**src/rtl/dac_seq_pkg.sv**
```systemverilog
// Shared types, constants and the offset-binary conversion for the DAC sequencer.
package dac_seq_pkg;

  typedef enum logic [1:0] {
    ST_IDLE      = 2'd0,
    ST_START     = 2'd1,
    ST_WAIT_ACK  = 2'd2,
    ST_WAIT_DONE = 2'd3
  } dac_state_e;

  localparam logic [15:0]  DAC_MID = 16'h8000;
  localparam int unsigned  ALIGN_W = 32;

  // Input is the sample left-aligned in ALIGN_W bits; result is the top dac_w
  // bits in offset binary, right-justified. Truncates, no rounding.
  function automatic logic [ALIGN_W-1:0] to_offset_bin(input logic [ALIGN_W-1:0] left_aligned,
                                                       input int unsigned        dac_w);
    logic [ALIGN_W-1:0] flipped;
    flipped = left_aligned ^ {1'b1, {(ALIGN_W-1){1'b0}}};
    return flipped >> (ALIGN_W - dac_w);
  endfunction

endpackage

```
**src/rtl/dac_sequencer_wait_timer.sv**
```systemverilog
// Handshake phase timer: clears on request, counts while enabled, flags TIMEOUT_CYC cycles.
module wait_timer #(
  parameter int unsigned TIMEOUT_CYC = 1024
) (
  input  logic clk_i,
  input  logic reset_i,
  input  logic clear_i,
  input  logic enable_i,
  output logic expired_c
);

  localparam int unsigned CNT_W = $clog2(TIMEOUT_CYC + 1);

  logic [CNT_W-1:0] count_q, count_d;

  assign expired_c = enable_i && (count_q == CNT_W'(TIMEOUT_CYC - 1));

  always_comb begin
    count_d = count_q;
    if (clear_i) begin
      count_d = '0;
    end else if (enable_i && !expired_c) begin
      count_d = count_q + CNT_W'(1);
    end
  end

  always_ff @(posedge clk_i or posedge reset_i) begin
    if (reset_i) begin
      count_q <= '0;
    end else begin
      count_q <= count_d;
    end
  end

endmodule

```
**src/rtl/dac_sequencer.sv**
```systemverilog
// Two-channel DAC write sequencer: latches a filter tick and drives the shared DAC writer.
// Optional handshake timeout enabled by defining DAC_SEQ_TIMEOUT_EN.
module dac_sequencer
  import dac_seq_pkg::*;
#(
  parameter int unsigned DATA_W      = 24,
  parameter int unsigned DAC_W       = 16,
  parameter int unsigned TIMEOUT_CYC = 1024
) (
  input  logic              clk_i,
  input  logic              reset_i,
  input  logic              tick_i,
  input  logic [DATA_W-1:0] ch1_i,
  input  logic [DATA_W-1:0] ch2_i,
  input  logic [1:0]        enable_i,
  input  logic              dac_busy_i,
  output logic              dac_start_o,
  output logic [DAC_W-1:0]  dac_data_o,
  output logic              dac_addr_o,
  output logic              busy_o,
  output logic              frame_done_o,
  output logic [7:0]        overrun_cnt_o,
  output logic              timeout_o
);

  localparam int unsigned PAD_W = ALIGN_W - DATA_W;
  localparam logic [DAC_W-1:0] DAC_RST = DAC_W'({DAC_MID, 16'h0000} >> (ALIGN_W - DAC_W));

  dac_state_e        state_q, state_d;
  logic [DATA_W-1:0] ch1_q, ch1_d, ch2_q, ch2_d;
  logic [1:0]        en_q, en_d;
  logic              chan_q, chan_d;
  logic              start_q, start_d;
  logic [DAC_W-1:0]  data_q, data_d;
  logic              addr_q, addr_d;
  logic              busy_q, busy_d;
  logic              done_q, done_d;
  logic [7:0]        ovr_q, ovr_d;
  logic              timeout_q, timeout_d;
  logic              phase_end_c;
  logic              tmo_expired_c;
  logic [DATA_W-1:0] next_sample_c;

`ifdef DAC_SEQ_TIMEOUT_EN
  logic tmr_en_c, tmr_clear_c;

  assign tmr_en_c    = (state_q == ST_WAIT_ACK) || (state_q == ST_WAIT_DONE);
  assign tmr_clear_c = (state_d != state_q);

  wait_timer #(.TIMEOUT_CYC(TIMEOUT_CYC)) u_wait_timer (
    .clk_i     (clk_i),
    .reset_i   (reset_i),
    .clear_i   (tmr_clear_c),
    .enable_i  (tmr_en_c),
    .expired_c (tmo_expired_c)
  );
`else
  // No timer in this build: handshakes wait forever; TIMEOUT_CYC kept referenced.
  assign tmo_expired_c = 1'b0 & (TIMEOUT_CYC == 0);
`endif

  // Next-state, frame bookkeeping and registered-output values.
  always_comb begin
    state_d       = state_q;
    ch1_d         = ch1_q;
    ch2_d         = ch2_q;
    en_d          = en_q;
    chan_d        = chan_q;
    data_d        = data_q;
    addr_d        = addr_q;
    done_d        = 1'b0;
    ovr_d         = ovr_q;
    timeout_d     = timeout_q | tmo_expired_c;
    phase_end_c   = 1'b0;
    next_sample_c = '0;

    case (state_q)
      ST_IDLE: begin
        if (tick_i && (enable_i != 2'b00)) begin
          ch1_d   = ch1_i;
          ch2_d   = ch2_i;
          en_d    = enable_i;
          chan_d  = ~enable_i[0];
          state_d = ST_START;
        end
      end
      ST_START:     state_d = ST_WAIT_ACK;
      ST_WAIT_ACK: begin
        if (dac_busy_i) begin
          state_d = ST_WAIT_DONE;
        end else if (tmo_expired_c) begin
          phase_end_c = 1'b1;
        end
      end
      ST_WAIT_DONE: phase_end_c = !dac_busy_i || tmo_expired_c;
      default:      state_d = ST_IDLE;
    endcase

    // Channel finished (or abandoned): ch2 follows ch1 only if latched-enabled.
    if (phase_end_c) begin
      if (!chan_q && en_q[1]) begin
        chan_d  = 1'b1;
        state_d = ST_START;
      end else begin
        state_d = ST_IDLE;
        done_d  = 1'b1;
      end
    end

    if (tick_i && (state_q != ST_IDLE) && (ovr_q != 8'hFF)) begin
      ovr_d = ovr_q + 8'd1;
    end

    start_d = (state_d == ST_START);
    busy_d  = (state_d != ST_IDLE);
    if (state_d == ST_START) begin
      next_sample_c = chan_d ? ch2_d : ch1_d;
      data_d        = DAC_W'(to_offset_bin(ALIGN_W'(next_sample_c) << PAD_W, DAC_W));
      addr_d        = chan_d;
    end
  end

  always_ff @(posedge clk_i or posedge reset_i) begin
    if (reset_i) begin
      state_q   <= ST_IDLE;
      ch1_q     <= '0;
      ch2_q     <= '0;
      en_q      <= 2'b00;
      chan_q    <= 1'b0;
      start_q   <= 1'b0;
      data_q    <= DAC_RST;
      addr_q    <= 1'b0;
      busy_q    <= 1'b0;
      done_q    <= 1'b0;
      ovr_q     <= 8'd0;
      timeout_q <= 1'b0;
    end else begin
      state_q   <= state_d;
      ch1_q     <= ch1_d;
      ch2_q     <= ch2_d;
      en_q      <= en_d;
      chan_q    <= chan_d;
      start_q   <= start_d;
      data_q    <= data_d;
      addr_q    <= addr_d;
      busy_q    <= busy_d;
      done_q    <= done_d;
      ovr_q     <= ovr_d;
      timeout_q <= timeout_d;
    end
  end

  assign dac_start_o   = start_q;
  assign dac_data_o    = data_q;
  assign dac_addr_o    = addr_q;
  assign busy_o        = busy_q;
  assign frame_done_o  = done_q;
  assign overrun_cnt_o = ovr_q;
  assign timeout_o     = timeout_q;

endmodule
```
**config.mk**
```make
export PLATFORM = sky130hd
export DESIGN_NAME = dac_sequencer
export DESIGN_NICKNAME = d
export VERILOG_FILES = /design/src/rtl/dac_seq_pkg.sv /design/src/rtl/dac_sequencer_wait_timer.sv /design/src/rtl/dac_sequencer.sv
export SDC_FILE = /design/constraint.sdc
export NUM_CORES = 1
export LEC_CHECK = 0
export CORE_ASPECT_RATIO = 0.75
export CORE_UTILIZATION = 35
export CTS_CLUSTER_DIAMETER = 150
export CTS_CLUSTER_SIZE = 16
export DETAILED_ROUTE_END_ITERATION = 12
export GPL_TIMING_DRIVEN = 0
export MAX_ROUTING_LAYER = met4
export PLACE_DENSITY_LB_ADDON = 0.08
export SLEW_MARGIN = 10
export SYNTH_ARGS = -nofsm -noshare
export SYNTH_HDL_FRONTEND = slang
export SYNTH_HIERARCHICAL = 1
export SYNTH_SLANG_ARGS = --single-unit
```
**constraint.sdc**
```tcl
create_clock -name clk_i -period 2.33 [get_ports clk_i]
set_input_delay 0.699 -clock clk_i [delete_from_list [all_inputs] [get_ports clk_i]]
set_output_delay 0.699 -clock clk_i [all_outputs]
set_load 0.02 [all_outputs]
```
# Word level (Yosys, flattened, before mapping)
# Cells that the tools add are included.
# op_classes
mux	17
n_eq_ne	5
n_reduce_logical	11
add_sub_neg	1
bitwise	2
# ops
cell	n
$mux 24	5
$add 8x1->8 const B	1
$mux 1	8
$ne 8x8->1 const B	1
$mux 2	3
$pmux 2 s3	1
$reduce_bool 2->1	3
$eq 2x1->1 const B	2
$eq 2x2->1 const B	2
$logic_and 1x1->1	4
$logic_not 1->1	2
$logic_not 2->1	1
$not 1->1	2
$reduce_and 2->1	1
# word_totals
wordCells	47
out_inout_bits	29
ff_bits	81

# Longest topological paths before layout
# Gate-level depths: netlist of run 1.
# logic_depth
word_depth	8
depth_mapped	6
ltp_nobuf	5

# Least setup slack after synthesis of run 1
# Ideal clock, no wire load.
# synth_path
path_kind	input to register
from	input enable_i[1]
to	register data_q[13] (netlist: dac_data_o[13])
required_time_ps	2193
path_buffers	2
slack_ps	412
t_arrival_ps	1781
path_stages	6
cell_sequence	or2_1 -> buf_2 -> clkbuf_1 -> and3_1 -> a2111oi_0 -> o31ai_1
# synth_via
elab_chain_cells	7
elab_cells_between_ends	15
cone_classes	eq/ne (1); mux (12); reduce/logical (2)
# synth_lines
element	line	source
from (decl)	dac_sequencer.sv:15	input logic [1:0] enable_i,
$reduce_bool 2->1 (*)	dac_sequencer.sv:79	if (tick_i && (enable_i != 2'b00)) begin
$logic_and 1x1->1 (*)	dac_sequencer.sv:79	
$mux 1	dac_sequencer.sv:79	
$mux 1	dac_sequencer.sv:77	case (state_q)
$mux 1	dac_sequencer.sv:101	if (!chan_q && en_q[1]) begin
$mux 1	dac_sequencer.sv:100	if (phase_end_c) begin
$mux 24	dac_sequencer.sv:117	next_sample_c = chan_d ? ch2_d : ch1_d;
to (signal assigned)	dac_sequencer.sv:144	data_q <= data_d;
to (decl)	dac_sequencer.sv:34	logic [DAC_W-1:0] data_q, data_d;
# Every way passes the cells marked *; elsewhere a longest branch is shown, timed or not.
# A chain may end at the register's enable or synchronous reset.

# Worst setup path in the final report of run 1
# layout_path
from	input enable_i[1]
to	register ch2_q[15]
# layout_via
elab_chain_cells	4
# layout_lines
element	line	source
$reduce_bool 2->1	dac_sequencer.sv:79	
$logic_and 1x1->1	dac_sequencer.sv:79	
$mux 24	dac_sequencer.sv:79	
$mux 24	dac_sequencer.sv:77	
via ch2_d[15]	dac_sequencer.sv:30	logic [DATA_W-1:0] ch1_q, ch1_d, ch2_q, ch2_d;
to (signal assigned)	dac_sequencer.sv:140	ch2_q <= ch2_d;
to (decl)	dac_sequencer.sv:30	
# The timed path passes the listed nets, and every way through them passes these cells.

==> results of run 1 <==
==> placed cells by master (no fill, tap or decap), types with 4 or more instances in the layout <==
cell	Yosys	routed
buf_4	3	7
a21o_1	32	32
dfrtp_1	63	63
buf_2	13	10
and3_1	31	31
o31ai_1	15	15
xor2_1	5	5
a2111oi_2	10	12
clkbuf_8	0	4
clkbuf_16	0	9
nand2_1	22	22
nor2_1	4	4
a221oi_1	15	9
clkdlybuf4s50_1	0	63
a221oi_2	0	6
inv_1	5	4
nand3_1	4	4
nor3_1	5	5
==> per-layer routing <==
layer | wire length (um) | track usage (%) | share of wire, % | vias to the layer above
met1 | 4125 | 29.15 | 50 | 1240
met3 | 394 | 4.160 | 4.7 | 10
met5 | 0 | - | 0 | -
met4 | 96 | 6.182 | 1.2 | 0
met2 | 3686 | 28.01 | 44 | 65
li1 | - | - | - | 1166
==> area by class of cell <==
cell class / count / area, um2
clock inverter: 2 / 35.03
fill: 779 / 4111
inverter: 5 / 21.27
tap: 108 / 135.1
timing repair buffer: 70 / 710.7
buffer: 23 / 161.4
multi-input combinational: 174 / 1429
sequential: 64 / 1603
clock buffer: 14 / 284.0
==> cells by family (layout without fill, tap and decap cells) <==
logic type | Yosys count | count (layout)
AOI/OAI and AO/OA | 87 | 87
buffers and inverters | 28 | 114
and+or+nand+nor | 77 | 77
other | 1 | 1
DFF | 64 | 64
muxes | 1 | 1
xor gates and xnor gates | 7 | 7
adders and majority gates | 1 | 1
==> metrics by stage <==
step	instances	hold slack, ns	power [mW]	instance area [um2]	utilization [%]
final	460	0.4768	5.830	4379	51.58
after global routing	460	0.4899	6.185	4379	51.58
after CTS	456	0.4772	5.681	4223	49.73
after detailed placement	440	0.4611	4.216	3881	45.71
after global placement	439	0.4545	4.172	3851	45.36
after floorplan	266	0.4417	3.363	3065	-
==> worst max path at each step <==
stage	from	to	slack, ns	cells after the start
6_report	enable_i[1]	ch2_q[15]	0.11	7
5_1_grt	enable_i[1]	ch2_q[15]	-0.0002	7
4_1_cts	enable_i[0]	dac_data_o[13]	0.02	7
3_5_place_dp	enable_i[0]	dac_data_o[10]	-0.46	7
3_3_place_gp	reset_i	dac_data_o[11]	-1.28	2
2_1_floorplan	reset_i	busy_o	0.03	1
==> worst reg2reg max path, stage by stage, from the launching register on <==
cell and delay, ns:
dfrtp_1 0.47, nor3b_4 0.24, buf_4 0.16, buf_6 0.13, nand2_4 0.11, buf_6 0.17
a221oi_1 0.40, o31ai_1 0.12
==> registers in the layout, indices dropped and copies added, names as in the netlist <==
register,count
dac_data_o,16
dac_start_o,1
dac_addr_o,1
ch2_q,16
en_q,1
busy_o,1
state_q,2
overrun_cnt_o,8
chan_q,1
ch1_q,16
frame_done_o,1
==> power groups by stage <==
stage / combinational [mW] / clock, mW / sequential (mW)
6_report: 2.42 / 1.41 / 2.01
5_1_grt: 2.63 / 1.49 / 2.07
4_1_cts: 2.28 / 1.43 / 1.97
3_5_place_dp: 2.23 / 0 / 1.98
3_3_place_gp: 2.20 / 0 / 1.97
2_1_floorplan: 1.20 / 0 / 2.16
==> repair_timing <==
item | 4_1_cts | 5_1_grt
setup endpoints to repair | 17 | 16
cloned | 0 | 1
buffers inserted | 0 | 3
resized for setup | 9 | 25
==> flow_summary.ini, run 1 <==
[run_status]
status = finished clean

[setup_path]
crit_slowest_cell = clkdlybuf4s50_1
worst-setup-path-type = input port to flip-flop
cp_cell_sequence = clkdlybuf4s50_1 -> or2_1 -> buf_2 -> nand2_4 -> buf_2 -> buf_2 -> a21o_1
r2r_end = dac_data_o[11]
rr_worst_depth = 7
r2r_slack_ns = 0.40
cp_max_fo = 10
r2r_start = state_q[1]
cp.arrival_ns = 2.48
crit_required_ns = 2.58
max_stage_delay_ns = 0.42
worst-path-buf-inv = 4
path_common_cell = buf_2
crit_family = buffers and inverters
cp-start-kind = input port
cp-end-kind = flip-flop

[clock_network]
clock-root-buffer = clkbuf_16
clockBufferDepth = 2
clock_sinks = 64
path_clk_slew_ns = 0.06
holdBufCountCts = 0
cts_tree = done
numCtsBuffers = 9
cts_max_level = 3
insertion_delay_ns = 0.32

[global_routing]
groute.usage.overall_pct = 20.08
grt_pass1_wl_um = 13410
overflow = 0
antenna_found_initial = 0
grt_max_degree = 45
first_global_vias = 2528

[place]
dpl_worst_slack_ns = -0.4635
place.gp.congestion = 0.7470
place.port_buffers = 65
dp_hpwl_um = 5764

[sta]
min_period_ns = 2.223
finalSetupViolations = 0
fin_skew_ns = 0.008899
post-route-period-util_pct = 95.41
fmax_mhz = 449.8
drv_slew = 0
hold_violations = 0
fin_tns_setup_ns = 0
finalWorstSetupSlack_ns = 0.1069

[power_and_ir_drop]
p_leak_nw = 2.136
worst_ir_drop_vdd_v = 0.0005094
p_comb_share_pct = 41.5
p_per_area_mw_per_mm2 = 1331
p_seq_share_pct = 34.4
p_clk_share_pct = 24.1
p_sw_share_pct = 34.74
power.internal_mw = 3.805
switching_power_mw = 2.025

[detailed_routing]
vias = 2481
avgViaCountPerCell = 5.393
antenna_left = 0
routed_wl_um = 8302
drtPass1Iterations = 4
routedWlPerCell_um = 18.05
drc = 0
drt_first_iter_violations = 81

[synthesis]
synth_cell_types = 40
yosys.area.top_type_share_pct = 51.43
synth.most_common_cell = dfrtp_1
ys_seq_elements = 64
synthAdderAreaFrac_pct = 0.4082
ys_warn_count = 6
synth_compound_area_share_pct = 25.55
muxShareOfSynthArea_pct = 0.3673
yosysSeqAreaShare_pct = 52.29
synth-xor-area-share_pct = 2.000
synth_area_leaders = dfrtp_1 (51%), a21o_1 (7.8%), and3_1 (6.3%), a2111oi_2 (4.9%), a221oi_1 (4.3%)
synth_flop_cell = dfrtp_1
syn-cell-area_mm2 = 0.003065
synth.avg_cell_area_um2 = 11.52
syn_inst = 266
synth_edf_count = 0
syn_nets = 321
synth-simple-area-share_pct = 13.96
synthArstFlopShare_pct = 100.0
yosys-top-cells-count = dfrtp_1 (63), a21o_1 (32), and3_1 (31), nand2_1 (22)
yosysTopAreaCell = dfrtp_1
synth_top_family_by_area = compound AO/OA/AOI/OAI gates

[die]
core_area_mm2 = 0.008491
die_area_mm2 = 0.009141
ios = 83
die_y_um = 83.05
start_util_pct = 36.10
rows = 29
die_width_um = 110.1

[min_path]
min_to = dac_data_o[2]
min_delay_path_depth = 2
min-delay-start = dac_data_o[2]
hold_class = flip-flop to flip-flop

[flow_run]
drv_cap = 0

[finish]
drive_above_1_share_pct = 21.59
nets = 402
diodes = 0
syn_to_final_growth_pct = 42.86
Note: power is estimated with default switching activity, not from simulation.
==> run 2, diff against run 1 <==
Clock period 2.33 ns to 1.8 ns, I/O delays scaled along.
==> run 2 against run 1 <==
Effect of this change:
- sequential share of layout area is 3.7 points lower
- design area is 11% higher
- core utilization is 5.8 points higher
- worst hold slack worse by 0.0061 ns
- clock-buffer cell count is 2 lower
- total power is 41% higher
- setup slack worse by 0.083 ns
- register-to-register slack worse by 0.38 ns
- largest cell class is now multi-input gates
- sequential power is 32% higher
- sequential cell count stayed put
- die area stayed put
- routed wire length is 6.5% higher
==> flow_summary.ini, run 2 (same netlist as run 1, synthesis figures left out) <==
[clock_network]
cts_max_level = 3
path_clk_slew_ns = 0.05
clockBufferDepth = 2
insertion_delay_ns = 0.33
numCtsBuffers = 9
clock-root-buffer = clkbuf_16
holdBufCountCts = 0
cts_tree = done
clock_sinks = 64

[place]
dp.cells = 440
place.port_buffers = 65
place.gp.congestion = 0.7702
dp_hpwl_um = 5692

[detailed_routing]
wl_met2_um = 4156
antenna_left = 0
routed_wl_um = 8843
drtPass1Iterations = 5
routed.top_layer = met4
vias = 2582
wl_met3_um = 457
wl_met1_um = 4121
avgViaCountPerCell = 5.470
drc = 0
routedWlPerCell_um = 18.74
drt_first_iter_violations = 95

[flow_run]
drv_cap = 0

[die]
die_width_um = 110.1
die_y_um = 83.05
die_area_mm2 = 0.009141
core_area_mm2 = 0.008491
rows = 29
start_util_pct = 36.10
ios = 83

[setup_path]
cp_max_fo = 10
cp-start-kind = flip-flop
cp-end-kind = flip-flop
cp.arrival_ns = 2.00
crit_required_ns = 2.03
worst-setup-path-type = flip-flop to flip-flop

[finish]
drive_above_1_share_pct = 31.87
layout_common_cells = dfrtp_1 (61), clkdlybuf4s50_1 (33), a21o_1 (32), dlygate4sd2_1 (27)
syn_to_final_growth_pct = 58.94
diodes = 0
nets = 415
stdcell_count = 472
layout_commonest_cell = dfrtp_1

[sta]
fmax_mhz = 562.9
fin_skew_ns = 0.006179
fin_tns_setup_ns = 0
hold_violations = 0
finalSetupViolations = 0
post-route-period-util_pct = 98.69
slew_headroom_pct = 54.01
tightest_slew_ns = 0.6884
rsz0062_at_grt = yes
min_period_ns = 1.776
drv_slew = 0

[global_routing]
overflow = 0
groute.usage.overall_pct = 21.91
grt_pass1_wl_um = 14410
grt_max_degree = 37
first_global_vias = 2678
antenna_found_initial = 0

[run_status]
status = finished clean

[power_and_ir_drop]
worst_ir_drop_vdd_v = 0.0006959
p_leak_nw = 2.358
p_per_area_mw_per_mm2 = 1690

[min_path]
hold_class = flip-flop to flip-flop
-- run 2: final timing paths --
check,slack [ns],from,depth (start not counted),to
setup / recovery,0.02,state_q[1],6,dac_data_o[7]
hold / removal,0.47,dac_data_o[4],2,dac_data_o[4]
setup reg to reg,0.02,state_q[1],6,dac_data_o[7]
max in group asynchronous,0.46,reset_i,3,dac_data_o[15]
min in group asynchronous,0.66,reset_i,2,overrun_cnt_o[0]
hold reg to reg,0.47,dac_data_o[4],2,dac_data_o[4]
-- run 2: stage by stage --
step	setup slack [ns]	hold WS [ns]	util, %	power, mW	instance area (um2)
3_3_place_gp	-0.8601	0.4546	45.40	5.391	3855
4_1_cts	-0.01052	0.4744	55.08	7.967	4677
5_1_grt	-0.05649	0.4973	57.38	8.709	4872
3_5_place_dp	-0.8359	0.4613	45.64	5.449	3875
6_report	0.02357	0.4706	57.38	8.233	4872
2_1_floorplan	0.04066	0.4417	-	4.354	3069
-- run 2: worst max-delay path: stages, from the launching register on --
cell	delay, ns
dfrtp_2	0.45
nor3b_4	0.30
buf_4	0.20
a22oi_2	0.10
buf_4	0.16
buf_4	0.18
o31ai_2	0.27
-- run 2: cell type report --
class                      count  area [um2]
sequential                    64        1605
timing repair buffer          84       823.3
clock buffer                  12       256.5
buffer                        22       231.5
fill                         742        3618
inverter                       5       22.52
tap                          108       135.1
multi-input combinational    174        1733
clock inverter                 3       65.06
-- run 2: power by group --
group / total [mW] / switching [mW] / internal (mW)
clock: 1.89 / 0.616 / 1.28
combinational: 3.69 / 1.77 / 1.92
sequential: 2.65 / 0.548 / 2.10
-- run 2: layer usage --
layer	vias to the layer above	track usage, %
met3	8	4.867
met5	-	-
met1	1304	30.47
met4	0	5.818
met2	72	32.22
li1	1198	-
-- run 2: what timing repair did --
action	CTS	global route
pin swaps	9	16
setup buffers	13	2
resized for setup	100	36
gates cloned	3	0
endpoints found under the setup margin	79	49
